**src/rtl/score_digits_driver_if.sv**
```systemverilog
// Score digit driver bus: frame/score input, pixel coordinates, and cell
// addressing outputs to the digit bitmap stage.
interface score_digits_driver_if #(
    parameter int SCORE_W = 14
);
    logic               startOfFrame;
    logic [SCORE_W-1:0] score;
    logic [10:0]        pixelX;
    logic [10:0]        pixelY;
    logic [3:0]         digit;
    logic [10:0]        offsetX;
    logic [10:0]        offsetY;
    logic               InsideRectangle;
    logic               busy;
    logic               overflow;

    modport master (
        output startOfFrame, score, pixelX, pixelY,
        input  digit, offsetX, offsetY, InsideRectangle, busy, overflow
    );

    modport slave (
        input  startOfFrame, score, pixelX, pixelY,
        output digit, offsetX, offsetY, InsideRectangle, busy, overflow
    );
endinterface

```
**src/rtl/score_digits_driver.sv**
```systemverilog
// score_digits_driver: once-per-frame binary->BCD conversion (double dabble)
// and combinational mapping of the pixel into a row of digit cells.
// The displayed digits only change on COMMIT, so a frame never shows a
// half-converted score.
// Optional macro LEADING_ZERO_BLANK_EN: hide leading zero cells (the least
// significant cell is always drawn).
module score_digits_driver #(
    parameter int SCORE_W    = 14,
    parameter int NUM_DIGITS = 4,
    parameter int DIGIT_W    = 16,
    parameter int DIGIT_H    = 32,
    parameter int SPACING    = 2,
    parameter int TOP_LEFT_X = 16,
    parameter int TOP_LEFT_Y = 8
) (
    input logic                clk,
    input logic                resetN,
    score_digits_driver_if.slave bus
);
    localparam int          BCD_W   = 4 * NUM_DIGITS;
    localparam int          PITCH   = DIGIT_W + SPACING;
    localparam int          CNT_W   = $clog2(SCORE_W + 1);
    localparam int          KW      = $clog2(NUM_DIGITS + 1);
    localparam int unsigned MAX_VAL = (10 ** NUM_DIGITS) - 1;

    typedef enum logic [1:0] {IDLE, LOAD, SHIFT, COMMIT} state_t;

    state_t             state_q, state_d;
    logic [SCORE_W-1:0] score_q, score_d;
    logic [SCORE_W-1:0] bin_q, bin_d;
    logic [BCD_W-1:0]   bcd_q, bcd_d;
    logic [BCD_W-1:0]   bcd_adj;
    logic [CNT_W-1:0]   cnt_q, cnt_d;
    logic [BCD_W-1:0]   disp_q, disp_d;
    logic               ovf_q, ovf_d;

    logic sample_en, load_en, shift_en, commit_en, busy_c;

    // FSM state register
    always_ff @(posedge clk) begin
        if (!resetN) state_q <= IDLE;
        else         state_q <= state_d;
    end

    // FSM next-state: a startOfFrame outside IDLE is simply not looked at
    always_comb begin
        state_d = state_q;
        case (state_q)
            IDLE:    if (bus.startOfFrame) state_d = LOAD;
            LOAD:    state_d = SHIFT;
            SHIFT:   if (cnt_q == CNT_W'(1)) state_d = COMMIT;
            COMMIT:  state_d = IDLE;
            default: state_d = IDLE;
        endcase
    end

    // FSM outputs: datapath enables and busy flag
    always_comb begin
        sample_en = 1'b0;
        load_en   = 1'b0;
        shift_en  = 1'b0;
        commit_en = 1'b0;
        busy_c    = 1'b1;
        case (state_q)
            IDLE: begin
                busy_c    = 1'b0;
                sample_en = bus.startOfFrame;
            end
            LOAD:    load_en   = 1'b1;
            SHIFT:   shift_en  = 1'b1;
            COMMIT:  commit_en = 1'b1;
            default: busy_c    = 1'b0;
        endcase
    end

    // Conversion datapath next-state: sample, clamp+load, add-3/shift, commit
    always_comb begin
        score_d = score_q;
        bin_d   = bin_q;
        bcd_d   = bcd_q;
        cnt_d   = cnt_q;
        disp_d  = disp_q;
        ovf_d   = ovf_q;
        bcd_adj = bcd_q;
        for (int i = 0; i < NUM_DIGITS; i++) begin
            if (bcd_q[4*i +: 4] >= 4'd5)
                bcd_adj[4*i +: 4] = bcd_q[4*i +: 4] + 4'd3;
        end
        if (sample_en)
            score_d = bus.score;
        if (load_en) begin
            // Saturate so the BCD register can never overflow its digits
            if (64'(score_q) > 64'(MAX_VAL)) begin
                bin_d = SCORE_W'(MAX_VAL);
                ovf_d = 1'b1;
            end else begin
                bin_d = score_q;
                ovf_d = 1'b0;
            end
            bcd_d = '0;
            cnt_d = CNT_W'(SCORE_W);
        end
        if (shift_en) begin
            {bcd_d, bin_d} = {bcd_adj, bin_q} << 1;
            cnt_d          = cnt_q - CNT_W'(1);
        end
        if (commit_en)
            disp_d = bcd_q;
    end

    // Conversion datapath registers; reset also zeroes the displayed digits
    always_ff @(posedge clk) begin
        if (!resetN) begin
            score_q <= '0;
            bin_q   <= '0;
            bcd_q   <= '0;
            cnt_q   <= '0;
            disp_q  <= '0;
            ovf_q   <= 1'b0;
        end else begin
            score_q <= score_d;
            bin_q   <= bin_d;
            bcd_q   <= bcd_d;
            cnt_q   <= cnt_d;
            disp_q  <= disp_d;
            ovf_q   <= ovf_d;
        end
    end

    assign bus.busy     = busy_c;
    assign bus.overflow = ovf_q;

    // ---------------- pixel path (no register stage) ----------------
    logic          left_ok, top_ok, in_cell;
    logic [10:0]   rel_x, rel_y, cell_base, off_x;
    logic [KW-1:0] cell_k;
    logic [3:0]    nib;
    logic          blank_sel;

`ifdef LEADING_ZERO_BLANK_EN
    logic [NUM_DIGITS-1:0] blank;

    // A cell is blank when it and every more significant cell hold zero
    always_comb begin
        logic z;
        z     = 1'b1;
        blank = '0;
        for (int k = 0; k < NUM_DIGITS; k++) begin
            z        = z & (disp_q[4*(NUM_DIGITS-1-k) +: 4] == 4'd0);
            blank[k] = z && (k != NUM_DIGITS - 1);
        end
    end
`endif

    // Cell lookup by compare chain against constant cell starts; bounds
    // are tested on raw coordinates so subtraction wrap cannot leak through
    always_comb begin
        left_ok   = bus.pixelX >= 11'(TOP_LEFT_X);
        top_ok    = bus.pixelY >= 11'(TOP_LEFT_Y);
        rel_x     = bus.pixelX - 11'(TOP_LEFT_X);
        rel_y     = bus.pixelY - 11'(TOP_LEFT_Y);
        cell_k    = '0;
        cell_base = '0;
        for (int k = 1; k <= NUM_DIGITS; k++) begin
            if (rel_x >= 11'(k * PITCH)) begin
                cell_k    = KW'(k);
                cell_base = 11'(k * PITCH);
            end
        end
        off_x     = rel_x - cell_base;
        nib       = 4'd0;
        blank_sel = 1'b0;
        for (int k = 0; k < NUM_DIGITS; k++) begin
            if (cell_k == KW'(k)) begin
                nib = disp_q[4*(NUM_DIGITS-1-k) +: 4];
`ifdef LEADING_ZERO_BLANK_EN
                blank_sel = blank[k];
`else
                blank_sel = 1'b0;
`endif
            end
        end
        in_cell = left_ok && top_ok && (cell_k < KW'(NUM_DIGITS)) &&
                  (off_x < 11'(DIGIT_W)) && (rel_y < 11'(DIGIT_H)) && !blank_sel;
    end

    // Zero everything outside a drawn cell so downstream never addresses garbage
    always_comb begin
        bus.InsideRectangle = in_cell;
        bus.digit           = in_cell ? nib   : 4'd0;
        bus.offsetX         = in_cell ? off_x : 11'd0;
        bus.offsetY         = in_cell ? rel_y : 11'd0;
    end
endmodule

```
**src/flat_wrapper.sv**
```systemverilog
// flat-port wrapper written by rule: the top's interface ports become plain ports
module score_digits_driver_flat 
#(
    parameter int SCORE_W    = 14,
    parameter int NUM_DIGITS = 4,
    parameter int DIGIT_W    = 16,
    parameter int DIGIT_H    = 32,
    parameter int SPACING    = 2,
    parameter int TOP_LEFT_X = 16,
    parameter int TOP_LEFT_Y = 8
)
  (clk, resetN, bus_startOfFrame, bus_score, bus_pixelX, bus_pixelY, bus_digit, bus_offsetX, bus_offsetY, bus_InsideRectangle, bus_busy, bus_overflow);
  score_digits_driver_if #(.SCORE_W(SCORE_W)) bus_i ();
  input logic clk;
  input logic resetN;
  input wire logic [$bits(bus_i.startOfFrame)-1:0] bus_startOfFrame;
  input wire logic [$bits(bus_i.score)-1:0] bus_score;
  input wire logic [$bits(bus_i.pixelX)-1:0] bus_pixelX;
  input wire logic [$bits(bus_i.pixelY)-1:0] bus_pixelY;
  output wire logic [$bits(bus_i.digit)-1:0] bus_digit;
  output wire logic [$bits(bus_i.offsetX)-1:0] bus_offsetX;
  output wire logic [$bits(bus_i.offsetY)-1:0] bus_offsetY;
  output wire logic [$bits(bus_i.InsideRectangle)-1:0] bus_InsideRectangle;
  output wire logic [$bits(bus_i.busy)-1:0] bus_busy;
  output wire logic [$bits(bus_i.overflow)-1:0] bus_overflow;
  assign bus_i.startOfFrame = bus_startOfFrame;
  assign bus_i.score = bus_score;
  assign bus_i.pixelX = bus_pixelX;
  assign bus_i.pixelY = bus_pixelY;
  assign bus_digit = bus_i.digit;
  assign bus_offsetX = bus_i.offsetX;
  assign bus_offsetY = bus_i.offsetY;
  assign bus_InsideRectangle = bus_i.InsideRectangle;
  assign bus_busy = bus_i.busy;
  assign bus_overflow = bus_i.overflow;
  score_digits_driver #(.SCORE_W(SCORE_W), .NUM_DIGITS(NUM_DIGITS), .DIGIT_W(DIGIT_W), .DIGIT_H(DIGIT_H), .SPACING(SPACING), .TOP_LEFT_X(TOP_LEFT_X), .TOP_LEFT_Y(TOP_LEFT_Y)) u_core (.clk(clk), .resetN(resetN), .bus(bus_i));
endmodule
```
**config.mk**
```make
export PLATFORM = sky130hd
export DESIGN_NAME = score_digits_driver_flat
export DESIGN_NICKNAME = d
export VERILOG_FILES = /design/src/rtl/score_digits_driver_if.sv /design/src/rtl/score_digits_driver.sv /design/src/flat_wrapper.sv
export SDC_FILE = /design/constraint.sdc
export NUM_CORES = 1
export LEC_CHECK = 0
export BUFFER_PORTS_ARGS = -buffer_cell sky130_fd_sc_hd__buf_4
export CAP_MARGIN = 20
export CORE_UTILIZATION = 55
export DETAILED_ROUTE_END_ITERATION = 10
export GPL_ROUTABILITY_DRIVEN = 1
export PLACE_DENSITY = 0.78
export SETUP_SLACK_MARGIN = 0.05
export SYNTH_ARGS = -nofsm -noshare
export SYNTH_HDL_FRONTEND = slang
export SYNTH_SLANG_ARGS = --single-unit
export TNS_END_PERCENT = 5
```
**constraint.sdc**
```tcl
create_clock -name clk -period 5.8 [get_ports clk]
set_input_delay 0.87 -clock clk [delete_from_list [all_inputs] [get_ports clk]]
set_output_delay 0.87 -clock clk [all_outputs]
set_load 0.05 [all_outputs]
```
==> run_results.csv, run 1 <==
group,metric,value,unit
outcome,status,"completed",
cts,cts_tree,"built",
worst_setup_path,crit_arrival,4.56,ns
yosys,synth_cell_type_count,56,
route,dr.pass1.iters,4,
power,ir_drop,0.419,mV
cts,cts_made_buffers,9,
timing,drv_slew,0,
global_routing,grt_antenna_before_repair,0,
floorplan,io_pins,68,
global_routing,grt_util_all_layers,0.240,
timing,rsz0062_at_grt,"false",
route,post-route-drc-count,0,
cts,cts_root_buf,"clkbuf_8",
floorplan,start_util,0.575,
route,num_vias,3506,
worst_setup_path,criticalPathCategory,"in2out",
floorplan,die_h,86.8,um
power,cellLeakagePower,1.89,nW
yosys,synth-edff-count,0,
yosys,synth_xor_area_frac,0.0323,
route,vias_per_cell,5.45,
timing,final-setup-viol-count,0,
floorplan,rows,30,
timing,hold_viol,0,
hold_path,hold_path_class,"reg2reg",
cells_and_area,layout.nets,609,
timing,fin_ws,0.371,ns
route,routed_wl,8.28,mm
worst_setup_path,crit_top_cell,"inv_1",
worst_setup_path,critPathTopFamily,"compound AO/OA/AOI/OAI gates",
cells_and_area,area_growth,16.0,%
worst_setup_path,crit_fanout,14,
yosys,async_flop_share,0,
yosys,synth_common_cells,"67 x dfxtp_1, 59 x nand2_1, 57 x nor2_1, 55 x a21oi_1, 25 x inv_1",
cts,cts_sinks,67,
yosys,synth_top_family_by_area,"simple AND/OR/NAND/NOR gates",
yosys,synth_compound_area_frac,0.181,
worst_setup_path,crit_path_start_kind,"primary input",
global_routing,grt_overflow,0,
route,drtAntennaViolNets,0,
timing,post-route-period-util,0.936,
timing,finalSetupTns,0,ns
yosys,syn-cell-area,3950,um^2
job,maxCapViolCount,0,
cts,htree_levels,3,
floorplan,die_w,86.8,um
placed_design,dp_worst_setup_slack,0.225,ns
floorplan,core,6870,um^2
yosys,ys_seq_area_frac,0.339,
cts,clkLatencyLatePin,0.34,ns
yosys,synthTopCellsByArea,"dfxtp_1 34%, ha_1 7.6%, a21oi_1 7.0%",
global_routing,grt_pass1_wl,14.4,mm
cts,cts.clk_slew.worst_paths,0.06,ns
cts,ctsLongestPathBuffers,2,
global_routing,grt_max_degree,54,
cells_and_area,drive_above_1_share,0.144,
yosys,synth_top_area_cell,"dfxtp_1",
worst_setup_path,crit_path_top_delay_cell,"or4b_1",
cells_and_area,final_util,0.667,
worst_setup_path,crit_chain,"buf_4 -> inv_1 -> ha_1 -> and3b_1 -> o22a_1 -> o31ai_1 -> nor4_2 -> o21ai_0 -> inv_1 -> ha_1 -> inv_1 -> fa_1 -> a21oi_1 -> o21ai_0 -> or4b_1 -> o21ai_1 -> o211a_4 -> o2111a_1 -> buf_4",
yosys,synthMuxAreaShare,0.0608,
yosys,syn_inst,498,
floorplan,die-area,7530,um^2
yosys,ys.flop_type,"dfxtp_1",
yosys,synth-adder-area-share,0.0811,
yosys,ys_ff_latch,67,
timing,layout_min_cycle_time,5.43,ns
worst_setup_path,critPathBufInv,5,
route,drt_iter0_markers,191,
power,power_density,314,nW/um^2
worst_setup_path,critPathRequiredTime,4.93,ns
placed_design,place_area,4370,um^2
timing,max_slew_margin,0.332,
yosys,yosysWarnings,0,
cells_and_area,fin_area,4580,um^2
timing,clock-skew-final,0.00949,ns
global_routing,grt_pass1_vias,3271,
yosys,avgSynthCellArea,7.93,um^2
cells_and_area,antenna_cells,0,
placed_design,gp_congestion,0.936,
yosys,synth_simple_gate_area_frac,0.233,
yosys,synth.most_common_cell,"dfxtp_1",
cells_and_area,fillers,602,
worst_setup_path,critPathCaptureType,"output port",
placed_design,dpl.hpwl,5.98,mm
worst_setup_path,slowest_delay,0.52,ns
placed_design,io_buffers,54,
cts,hold_buffers,0,
timing,tightest_slew,1.00,ns
yosys,yosysTopAreaCellShare,0.339,
route,post_drt_wl_per_cell,12.9,um
timing,clock.fmax,184,MHz
## layout make-up
class	count	area, um^2	share of cell area
sequential	67	1340	0.293
multi-input combinational	383	2380	0.520
tap	96	120	0.0262
timing repair buffer	59	443	0.0966
inverter	25	93.8	0.0205
clock inverter	3	65.1	0.0142
clock buffer	10	138	0.0300
## state kept, by name, summed over array words and instances, names as in the netlist
| signal | cells |
|---|---|
| u_core.cnt_q | 4 |
| u_core.state_q | 2 |
| u_core.bus.overflow | 1 |
| u_core.bcd_q | 16 |
| u_core.disp_q | 16 |
| u_core.score_q | 14 |
| u_core.bin_q | 14 |
## worst reg2reg max path, cell delays in order, from the launching register on
cell     delay [ns]
dfxtp_1        0.35
inv_1          0.11
ha_1           0.80
nand2_1        0.42
o32ai_1        0.37
and2_1         0.16
## per-layer routing
layer  share of wire  track usage  vias up
met5               0            0        -
met4          0.0092       0.0652        0
met3           0.046       0.0581        8
met2            0.49        0.421       87
met1            0.46        0.293     1630
li1                -            -     1781
## repair_timing
item | in CTS | in global routing
setup endpoints to repair | 0 | 13
resized for setup | 0 | 2
buffers inserted | 0 | 0
## through the flow
| stage | total power, mW | hold slack [ns] | instances |
|---|---|---|---|
| global route | 1.55 | 0.471 | 643 |
| global placement | 1.03 | 0.442 | 630 |
| finish | 1.44 | 0.452 | 643 |
| CTS | 1.45 | 0.455 | 643 |
| floorplan | 0.943 | 0.433 | 510 |
| detailed placement | 1.04 | 0.446 | 630 |
## path summary, 6_finish.rpt
kind / depth (start not counted) / start / endpoint / slack [ns]
max: 19 / bus_pixelX[4] / bus_digit[2] / 0.37
min: 2 / u_core.score_q[2]$_SDFFE_PN0P_ / u_core.score_q[2]$_SDFFE_PN0P_ / 0.45
max reg2reg: 5 / u_core.state_q[0]$_SDFFE_PN0P_ / u_core.bcd_q[12]$_SDFFE_PN0P_ / 3.54
min reg2reg: 2 / u_core.score_q[2]$_SDFFE_PN0P_ / u_core.score_q[2]$_SDFFE_PN0P_ / 0.45
## report_power, final
| part | switching [mW] | total (mW) | leakage (nW) | internal (mW) |
|---|---|---|---|---|
| logic | 0.307 | 0.474 | 1.25 | 0.167 |
| clock network | 0.160 | 0.406 | 0.104 | 0.246 |
| registers | 0.0399 | 0.562 | 0.545 | 0.522 |
| total | 0.507 | 1.44 | 1.89 | 0.934 |
## kinds of logic after synthesis
| logic type | after synthesis |
|---|---|
| compound gates | 118 |
| xor+xnor | 13 |
| fa+ha+maj | 25 |
| buf+inv | 60 |
| flops | 67 |
| mux | 24 |
| other cells | 1 |
| simple gates | 190 |
## layout by cell type, fill, tap and decap left out, drive strengths merged, types with 3 or more instances in the layout
master	synthesis	layout
a32oi	4	4
inv	25	25
dfxtp	67	67
nor4	3	3
a311oi	3	3
nand2b	9	9
clkbuf	16	10
buf	19	59
nor2b	16	16
and2	17	17
nor3	9	9
conb	1	13
nand3	6	6
ha	24	24
xnor2	7	7
xor2	5	5
a21oi	55	55
o2111a	5	5
o22ai	5	5
nand2	59	59
nor2	57	57
o21ai	25	25
mux2i	24	24
a31oi	6	6
No activity file was read; power rests on OpenSTA's default activity.
==> run 2, diff against run 1 <==
--- a/config.mk
+++ b/config.mk
@@ -8,4 +8,5 @@
 export BUFFER_PORTS_ARGS = -buffer_cell sky130_fd_sc_hd__buf_4
 export CAP_MARGIN = 20
+export CORE_MARGIN = 2
 export CORE_UTILIZATION = 55
 export DETAILED_ROUTE_END_ITERATION = 10
==> constraint.sdc (replaced) <==
create_clock -name clk -period 5.8 [get_ports clk]
set_input_delay 0.87 -clock clk [delete_from_list [all_inputs] [get_ports clk]]
set_output_delay 0.87 -clock clk [all_outputs]
set_load 0.01 [all_outputs]
==> run 2 against run 1 <==
Combinational power decreased by 5.9%. Global-route usage down 1.9 points. Non-clock buffer count stayed put. Final cell count up 0.47%. Setup slack better by 0.046 ns. Utilization grew 0.33 points. Register-to-register slack about the same. Critical endpoint unchanged. Largest cell class unchanged. Largest power group unchanged. Highest routed layer unchanged.
==> run_results.csv, run 2 (same netlist as run 1, synthesis figures left out) <==
group,metric,value,unit
worst_setup_path,crit_top_cell,"inv_1",
cells_and_area,layout.nets,609,
global_routing,grt_antenna_before_repair,0,
power,ir_drop,0.274,mV
timing,max_slew_margin,0.355,
timing,drv_slew,0,
floorplan,die-area,7880,um^2
timing,layout_min_cycle_time,5.38,ns
timing,finalSetupTns,0,ns
hold_path,hold_path_startpoint,"u_core.score_q[3]$_SDFFE_PN0P_",
floorplan,io_pins,68,
timing,fin_ws,0.417,ns
cts,htree_levels,3,
placed_design,dp_worst_setup_slack,0.266,ns
worst_setup_path,reg2reg_to,"u_core.bcd_q[4]$_SDFFE_PN0P_",
timing,rsz0062_at_grt,"false",
cells_and_area,most-common-layout-cells,"67 x dfxtp_1, 59 x nand2_1, 59 x buf_4",
outcome,status,"completed",
cts,cts_setup_buffers,0,
cells_and_area,antenna_cells,0,
hold_path,hold_end,"u_core.score_q[3]$_SDFFE_PN0P_",
cells_and_area,drive_above_1_share,0.145,
worst_setup_path,r2r_start,"u_core.state_q[0]$_SDFFE_PN0P_",
worst_setup_path,reg2reg_setup_slack,3.55,ns
worst_setup_path,reg2reg_depth,5,
cells_and_area,stdcell_count,646,
timing,final-setup-viol-count,0,
cts,cts.clk_slew.worst_paths,0.07,ns
route,post-route-drc-count,0,
route,vias_per_cell,5.33,
worst_setup_path,criticalPathCategory,"in2out",
cells_and_area,top_regs,"u_core.bcd_q x16, u_core.disp_q x16",
power,power_density,314,nW/um^2
placed_design,dpl.cell_count,630,
cts,cts_sinks,67,
cts,ctsLongestPathBuffers,2,
cells_and_area,fin_area,4610,um^2
placed_design,io_buffers,54,
floorplan,rows,30,
cts,cts_root_buf,"clkbuf_8",
timing,post-route-period-util,0.928,
cells_and_area,area_growth,16.6,%
floorplan,start_util,0.575,
timing,tightest_slew,0.967,ns
cells_and_area,seqCellArea,1340,um^2
global_routing,grt_util_all_layers,0.221,
hold_path,hold_depth,2,
cells_and_area,fillers,603,
global_routing,grt_max_degree,54,
worst_setup_path,crit_fanout,14,
floorplan,die_h,88.8,um
cells_and_area,final_common_cell,"dfxtp_1",
global_routing,grt_overflow,0,
timing,clock.fmax,186,MHz
cells_and_area,multi_input_area,2380,um^2
cts,cts_made_buffers,9,
cts,hold_buffers,0,
worst_setup_path,crit_path_top_delay_cell,"or4b_1",
job,maxCapViolCount,0,
worst_setup_path,crit_path_start_kind,"primary input",
power,cellLeakagePower,1.90,nW
placed_design,place_area,4370,um^2
timing,clock-skew-final,0.0132,ns
worst_setup_path,crit_chain,"buf_4 -> inv_1 -> ha_1 -> and3b_1 -> o22a_1 -> o31ai_1 -> nor4_2 -> o21ai_0 -> inv_1 -> ha_1 -> inv_1 -> fa_1 -> a21oi_1 -> o21ai_0 -> or4b_1 -> o21ai_1 -> o211a_4 -> o2111a_1 -> buf_4",
cts,clkLatencyLatePin,0.35,ns
route,num_vias,3440,
global_routing,grt_pass1_wl,13.8,mm
route,routed_wl,8.17,mm
global_routing,grt_pass1_vias,3108,
route,dr.pass1.iters,4,
route,post_drt_wl_per_cell,12.6,um
floorplan,die_w,88.8,um
route,drtAntennaViolNets,0,
floorplan,core,6870,um^2
worst_setup_path,crit_arrival,4.51,ns
route,drt_iter0_markers,199,
timing,whs,0.453,ns
worst_setup_path,critPathRequiredTime,4.93,ns
worst_setup_path,slowest_delay,0.51,ns
timing,hold_viol,0,
hold_path,hold_path_class,"reg2reg",
cts,cts_tree,"built",
placed_design,gp_congestion,0.890,
placed_design,dpl.hpwl,5.90,mm
worst_setup_path,critPathCaptureType,"output port",
## run 2: final cells by class
class                   instances  area share
clock buffers                  11      0.0307
clock inverters                 5      0.0187
inverters                      25      0.0204
multi-input cells             383       0.517
flip-flops and latches         67       0.291
well taps                      96      0.0261
repair buffers                 59      0.0962
## run 2: repair_timing
item,in CTS,in global routing
gates resized for setup,0,2
hold endpoints to repair,0,0
endpoints found under the setup margin,0,13
## run 2: worst max path at each step
stage | start | end | depth (start not counted)
after floorplan | bus_pixelX[4] | bus_digit[0] | 18
after global placement | bus_pixelX[4] | bus_digit[1] | 19
after detailed placement | bus_pixelX[4] | bus_digit[1] | 19
after CTS | bus_pixelX[4] | bus_digit[0] | 18
after global routing | bus_pixelX[4] | bus_digit[1] | 19
final | bus_pixelX[4] | bus_digit[2] | 19
## run 2: routing by layer
metal	GRT usage	vias up	part of all wire
li1	-	1784	-
met1	0.295	1560	0.48
met2	0.348	85	0.46
met3	0.0597	11	0.049
met4	0.0730	0	0.014
met5	0	-	0
## run 2: where the power goes
part           switching, mW  internal, mW  leakage (nW)
sequential            0.0393         0.521         0.545
clock                  0.182         0.256         0.114
combinational          0.279         0.167          1.25
## run 2: critical path, delay by kind of cell
family | cells | cell delay (ns)
AND/OR/NAND/NOR | 3 | 0.96
adder cells (fa/ha/maj) | 3 | 0.76
AO/OA/AOI/OAI | 8 | 1.40
buffers and inverters | 5 | 0.50
## run 2: per-stage QoR
step / utilization / power (mW)
6_report: 0.670 / 1.44
5_1_grt: 0.670 / 1.55
4_1_cts: 0.669 / 1.45
3_5_place_dp: 0.636 / 1.01
3_3_place_gp: 0.636 / 1.00
2_1_floorplan: - / 0.915
